## config.mk

```make
export PLATFORM = sky130hd
export DESIGN_NAME = stack_call_seq
export DESIGN_NICKNAME = d
export VERILOG_FILES = /design/src/rtl/stack_call_seq.sv
export SDC_FILE = /design/constraint.sdc
export NUM_CORES = 1
export LEC_CHECK = 0
export ABC_CLOCK_PERIOD_IN_PS = 3500
export CAP_MARGIN = 20
export CORE_UTILIZATION = 46
export DETAILED_ROUTE_END_ITERATION = 10
export GPL_TIMING_DRIVEN = 0
export PLACE_DENSITY = 0.78
export RECOVER_POWER = 100
export SYNTH_ARGS = -nofsm -noshare
export SYNTH_HDL_FRONTEND = slang
export SYNTH_SLANG_ARGS = --single-unit
```

## constraint.sdc

```tcl
create_clock -name clk -period 3.5 [get_ports clk]
set_input_delay 0.7 -clock clk [delete_from_list [all_inputs] [get_ports clk]]
set_output_delay 0.7 -clock clk [all_outputs]
set_load 0.005 [all_outputs]
```

## src/rtl/stack_call_seq.sv

```systemverilog
// Stack/call sequencer: turns PUSH/POP/CALL/RET into one data-memory access
// followed by a single-cycle commit of SP/LR/PC updates to the special register file.
module stack_call_seq #(
  parameter logic [31:0] STACK_BASE  = 32'h0000_1000,
  parameter logic [31:0] STACK_LIMIT = 32'h0000_0800,
  parameter int          TIMEOUT     = 16
) (
  input  logic        clk,
  input  logic        reset,
  input  logic        cmd_valid,
  output logic        cmd_ready,
  input  logic [1:0]  cmd_op,
  input  logic [31:0] cmd_data,
  input  logic [31:0] re_sp,
  input  logic [31:0] re_lr,
  input  logic [31:0] re_pc,
  output logic        mem_req,
  output logic        mem_we,
  output logic [31:0] mem_addr,
  output logic [31:0] mem_wdata,
  input  logic        mem_ack,
  input  logic [31:0] mem_rdata,
  output logic        wr_sp,
  output logic        wr_lr,
  output logic        wr_pc,
  output logic [31:0] wr_sp_data,
  output logic [31:0] wr_lr_data,
  output logic [31:0] wr_pc_data,
  output logic        pop_valid,
  output logic [31:0] pop_data,
  output logic        done,
  output logic        fault,
  input  logic        fault_clr
);

  localparam int TW = $clog2(TIMEOUT + 1);
  localparam logic [1:0] OP_PUSH = 2'd0, OP_POP = 2'd1, OP_CALL = 2'd2, OP_RET = 2'd3;

  typedef enum logic [1:0] {S_IDLE, S_MEM, S_COMMIT} state_t;

  state_t      state_q, state_d;
  logic [1:0]  op_q, op_d;
  logic [31:0] data_q, data_d, sp_q, sp_d, lr_q, lr_d, pc_q, pc_d;
  logic [TW-1:0] tcnt_q, tcnt_d;
  logic        fault_q, fault_d, mem_req_q, mem_req_d, mem_we_q, mem_we_d;
  logic [31:0] mem_addr_q, mem_addr_d, mem_wdata_q, mem_wdata_d;
  logic        wr_sp_q, wr_sp_d, wr_lr_q, wr_lr_d, wr_pc_q, wr_pc_d;
  logic [31:0] wr_sp_data_q, wr_sp_data_d, wr_lr_data_q, wr_lr_data_d, wr_pc_data_q, wr_pc_data_d;
  logic        pop_valid_q, pop_valid_d, done_q, done_d;
  logic [31:0] pop_data_q, pop_data_d;

  // Stack bounds: writes need room for one more word, reads need a non-empty stack.
  function automatic logic sp_bad(input logic [1:0] op, input logic [31:0] sp);
    if (sp[1:0] != 2'b00) return 1'b1;
    if (op == OP_PUSH || op == OP_CALL) return sp < (STACK_LIMIT + 32'd4);
    return sp >= STACK_BASE;
  endfunction

  assign cmd_ready = (state_q == S_IDLE) && !fault_q;

  always_comb begin
    state_d      = state_q;
    op_d         = op_q;
    data_d       = data_q;
    sp_d         = sp_q;
    lr_d         = lr_q;
    pc_d         = pc_q;
    tcnt_d       = tcnt_q;
    fault_d      = fault_q;
    mem_req_d    = mem_req_q;
    mem_we_d     = mem_we_q;
    mem_addr_d   = mem_addr_q;
    mem_wdata_d  = mem_wdata_q;
    wr_sp_d      = 1'b0;
    wr_lr_d      = 1'b0;
    wr_pc_d      = 1'b0;
    wr_sp_data_d = wr_sp_data_q;
    wr_lr_data_d = wr_lr_data_q;
    wr_pc_data_d = wr_pc_data_q;
    pop_valid_d  = 1'b0;
    pop_data_d   = pop_data_q;
    done_d       = 1'b0;

    case (state_q)
      S_IDLE: begin
        if (fault_q) begin
          if (fault_clr) fault_d = 1'b0;
        end else if (cmd_valid) begin
          op_d   = cmd_op;
          data_d = cmd_data;
          sp_d   = re_sp;
          lr_d   = re_lr;
          pc_d   = re_pc;
          if (sp_bad(cmd_op, re_sp)) begin
            fault_d = 1'b1;
            done_d  = 1'b1;
          end else begin
            state_d     = S_MEM;
            tcnt_d      = '0;
            mem_req_d   = 1'b1;
            mem_we_d    = (cmd_op == OP_PUSH) || (cmd_op == OP_CALL);
            mem_addr_d  = mem_we_d ? (re_sp - 32'd4) : re_sp;
            mem_wdata_d = (cmd_op == OP_CALL) ? re_lr : cmd_data;
          end
        end
      end

      S_MEM: begin
        if (mem_ack) begin
          mem_req_d = 1'b0;
          state_d   = S_COMMIT;
          done_d    = 1'b1;
          wr_sp_d   = 1'b1;
          case (op_q)
            OP_PUSH: wr_sp_data_d = sp_q - 32'd4;
            OP_POP: begin
              wr_sp_data_d = sp_q + 32'd4;
              pop_valid_d  = 1'b1;
              pop_data_d   = mem_rdata;
            end
            OP_CALL: begin
              wr_sp_data_d = sp_q - 32'd4;
              wr_lr_d      = 1'b1;
              wr_lr_data_d = pc_q + 32'd4;
              wr_pc_d      = 1'b1;
              wr_pc_data_d = {data_q[31:2], 2'b00};
            end
            default: begin
              wr_sp_data_d = sp_q + 32'd4;
              wr_pc_d      = 1'b1;
              wr_pc_data_d = {lr_q[31:2], 2'b00};
              wr_lr_d      = 1'b1;
              wr_lr_data_d = mem_rdata;
            end
          endcase
        end else if (tcnt_q == TW'(TIMEOUT - 1)) begin
          // Memory never answered: abandon the command without touching registers.
          mem_req_d = 1'b0;
          fault_d   = 1'b1;
          done_d    = 1'b1;
          state_d   = S_IDLE;
        end else begin
          tcnt_d = tcnt_q + TW'(1);
        end
      end

      default: state_d = S_IDLE;
    endcase
  end

  always_ff @(posedge clk or negedge reset) begin
    if (!reset) begin
      state_q      <= S_IDLE;
      op_q         <= '0;
      data_q       <= '0;
      sp_q         <= '0;
      lr_q         <= '0;
      pc_q         <= '0;
      tcnt_q       <= '0;
      fault_q      <= 1'b0;
      mem_req_q    <= 1'b0;
      mem_we_q     <= 1'b0;
      mem_addr_q   <= '0;
      mem_wdata_q  <= '0;
      wr_sp_q      <= 1'b0;
      wr_lr_q      <= 1'b0;
      wr_pc_q      <= 1'b0;
      wr_sp_data_q <= '0;
      wr_lr_data_q <= '0;
      wr_pc_data_q <= '0;
      pop_valid_q  <= 1'b0;
      pop_data_q   <= '0;
      done_q       <= 1'b0;
    end else begin
      state_q      <= state_d;
      op_q         <= op_d;
      data_q       <= data_d;
      sp_q         <= sp_d;
      lr_q         <= lr_d;
      pc_q         <= pc_d;
      tcnt_q       <= tcnt_d;
      fault_q      <= fault_d;
      mem_req_q    <= mem_req_d;
      mem_we_q     <= mem_we_d;
      mem_addr_q   <= mem_addr_d;
      mem_wdata_q  <= mem_wdata_d;
      wr_sp_q      <= wr_sp_d;
      wr_lr_q      <= wr_lr_d;
      wr_pc_q      <= wr_pc_d;
      wr_sp_data_q <= wr_sp_data_d;
      wr_lr_data_q <= wr_lr_data_d;
      wr_pc_data_q <= wr_pc_data_d;
      pop_valid_q  <= pop_valid_d;
      pop_data_q   <= pop_data_d;
      done_q       <= done_d;
    end
  end

  assign fault      = fault_q;
  assign mem_req    = mem_req_q;
  assign mem_we     = mem_we_q;
  assign mem_addr   = mem_addr_q;
  assign mem_wdata  = mem_wdata_q;
  assign wr_sp      = wr_sp_q;
  assign wr_lr      = wr_lr_q;
  assign wr_pc      = wr_pc_q;
  assign wr_sp_data = wr_sp_data_q;
  assign wr_lr_data = wr_lr_data_q;
  assign wr_pc_data = wr_pc_data_q;
  assign pop_valid  = pop_valid_q;
  assign pop_data   = pop_data_q;
  assign done       = done_q;

endmodule

```

==> metrics <==
status=finished, violations left; failing checks=max-capacitance violations, max-slew violations; later-pin clock latency in the skew report=0.52 ns; Avg Cell Area, Syn=8.91 um2; Yosys cell types=57; post-synth top area share=53.2%; dpl cell area=0.0198 mm2; final wirelength=48900 um; Post-Layout Cell Count=2623; slowest CP cell=or4_4; GRT Util Overall=28.1%; switching pwr=0.00655 W; min Tclk post-route=3.37 ns; CP endpoint kind=flop; FP Rows=66; TritonCTS clock tree=yes; max_slew headroom=-83.0%; CP delay by family, top=simple AND/OR/NAND/NOR gates; GRT overflow=0; CTS root buf=clkbuf_16; Syn Std Cell Area=0.0155 mm2; Multi-input gate area=0.00681 mm2; layout cells sized above 1=4.05%; initial antenna violation count=5; critical path class=in -> reg; Reg power frac=36.3%; Routability Congestion=0.865; DPL Wire Length=36400 um; Die W=186 um; Core Util, Final=63.8%; Placed Cells=2554; Die Y=186 um; Sinks on Clock Net=330; Worst-Margin Slew=2.75 ns; critical path peak fanout=10; ys async rst share=100%; Critical Path AT=3.74 ns; CTS buffer count=35; H-Tree Depth=2; clock share of power=20.8%; TNS Setup=0 ns; Sw Ratio=37.0%; clock-pin transition on the worst setup and hold timing paths=0.06 ns; ranking of synthesized cells by area=dfrtp_1, nand2_1, o21ai_0; flip-flop and latch area=0.00826 mm2; Hold Path Class=reg -> reg; crit path cell chain=clkdlybuf4s50_1, or4_4, nor4_4, nand4b_1, a21oi_2, nand2_2, buf_6, clkbuf_2, nand2_1, o21ai_0; Detailed Routing Iterations Pass 1=7; largest net degree at the start of global routing=107; Seq/Total Area, Yosys=53.2%; core area=0.0329 mm2; DIE AREA=0.0345 mm2; Starting Density=47.3%; Startpoint Class=input port; Slew Limit Fails=44; vias=13900; WL/cell=18.6 um; input/output buffers=365; RSZ-0062 raised after global routing=no; DR vias/cell=5.32; yosys warns=0; first-pass GRT wire length=74400 um; Post-synth top flop=dfrtp_1; DRC violations left=0; Gate power share=42.9%; Crit path required time=3.87 ns; Max Cap Viol=1; final clock skew=0.0220 ns; Final Hold Fails=0; Max Freq=297 MHz; Tcrit/Tclk final=96.3%; I/O pin count=368; top-count cell post-synth=nand2_1; Post-synth top cells=nand2_1, dfrtp_1, o21ai_0, mux2i_1, clkbuf_1; # fillers=2796; Synth Instances=1743; number of synthesized flops with an enable pin=0; total internal power=0.0111 W; final number of setup-violating endpoints=0; Pwr Density=842 mW/mm2; Area Overhead vs Synth=35.1%; final instance area=0.0210 mm2; P_leak=10.3 nW; CTS max path bufs=3; DR iter-0 viols=967; vias in the first global route=13800; Peak VDD IR=0.415 mV; synthesized flop and latch total=330; number of buffer and inverter stages on the critical path=3; Final nets=2350; post-synth top area cell=dfrtp_1; CP peak stage delay=0.62 ns; post-route ant nets=0; total power=0.0177 W
-- worst register-to-register path, cell delays in order, from the launching register on --
cell        delay (ns)
dfrtp_1           0.44
clkbuf_4          0.34
clkinvlp_4        0.27
ha_1              0.42
a211oi_1          0.26
nor2_1            0.09
a311oi_2          0.34
o21ai_2           0.16
o31ai_2           0.35
a21oi_1           0.14
xnor2_1           0.24
o21ai_0           0.11
-- worst paths after layout --
kind | startpoint | end | slack, ns | cells after the start
setup reg to reg | op_q[0] | wr_sp_data[23] | 0.21 | 11
hold reg to reg | pop_data[30] | pop_data[30] | 0.46 | 2
min in group asynchronous | reset | mem_req | 1.04 | 1
setup / recovery | re_sp[23] | mem_addr[22] | 0.13 | 10
max in group asynchronous | reset | pop_data[10] | 0.59 | 3
hold / removal | pop_data[30] | pop_data[30] | 0.46 | 2
-- placed cells by master, fill, tap and decap left out, types with 33 or more instances in the layout --
master           instances
dfrtp_1                330
clkbuf_16               35
xnor2_1                 49
nand2_1                678
mux2i_1                 69
nor2_1                  47
a21oi_1                 53
xor2_1                  33
o21ai_0                164
clkbuf_1                81
clkdlybuf4s50_1        164
dlygate4sd3_1          200
-- timing repair --
item                       4_1_cts  5_1_grt
hold buffers                     0        0
buffers inserted                 2        2
pin swaps                        2        1
setup endpoints to repair       18       16
gates resized for setup          4        9
-- cell families after synthesis --
group / synth area share, %
compound gates: 9.92
simple gates: 21.9
flops: 53.2
fa+ha+maj: 2.79
buf+inv: 3.09
xor+xnor: 4.62
other cells: 0.0241
mux: 4.45
-- final cells by class --
| class | count | area share [%] |
|---|---|---|
| timing repair buffer | 372 | 17.9 |
| buffer | 90 | 1.85 |
| tap | 442 | 2.64 |
| multi-input combinational | 1299 | 32.5 |
| clock buffer | 50 | 4.68 |
| antenna | 9 | 0.107 |
| clock inverter | 10 | 0.626 |
| sequential | 330 | 39.4 |
| inverter | 21 | 0.405 |
-- per-stage QoR --
step           worst slack [ns]  hold slack, ns
2_1_floorplan             0.165           0.404
4_1_cts                 -0.0278          0.0767
3_5_place_dp             -0.618           0.461
6_report                  0.131           0.463
5_1_grt                 0.00190           0.486
3_3_place_gp             -12.52           0.456
-- sequential cells by signal, indices dropped and copies added, names as in the netlist, 2 cells and up --
name / count
mem_addr: 32
mem_wdata: 32
pc_q: 32
pop_data: 32
sp_q: 32
wr_lr_data: 32
wr_sp_data: 32
data_q: 30
lr_q: 30
wr_pc_data: 30
tcnt_q: 5
op_q: 2
state_q: 2
-- power groups by stage --
stage | Combinational, W | Sequential [W] | Clock (W)
global route | 0.00843 | 0.00661 | 0.00389
floorplan | 0.00418 | 0.00637 | 0
global placement | 0.00754 | 0.00645 | 0
CTS | 0.00785 | 0.00645 | 0.00374
detailed placement | 0.00773 | 0.00650 | 0
finish | 0.00757 | 0.00642 | 0.00368
-- metal layers --
metal / vias up / routed length (um) / global-route usage, %
met5: - / 12 / 0
met4: 2 / 2060 / 13.0
met3: 119 / 3680 / 5.85
met2: 544 / 23200 / 46.0
met1: 6708 / 20000 / 35.8
li1: 6570 / - / -
(Power assumes the default switching activity.)
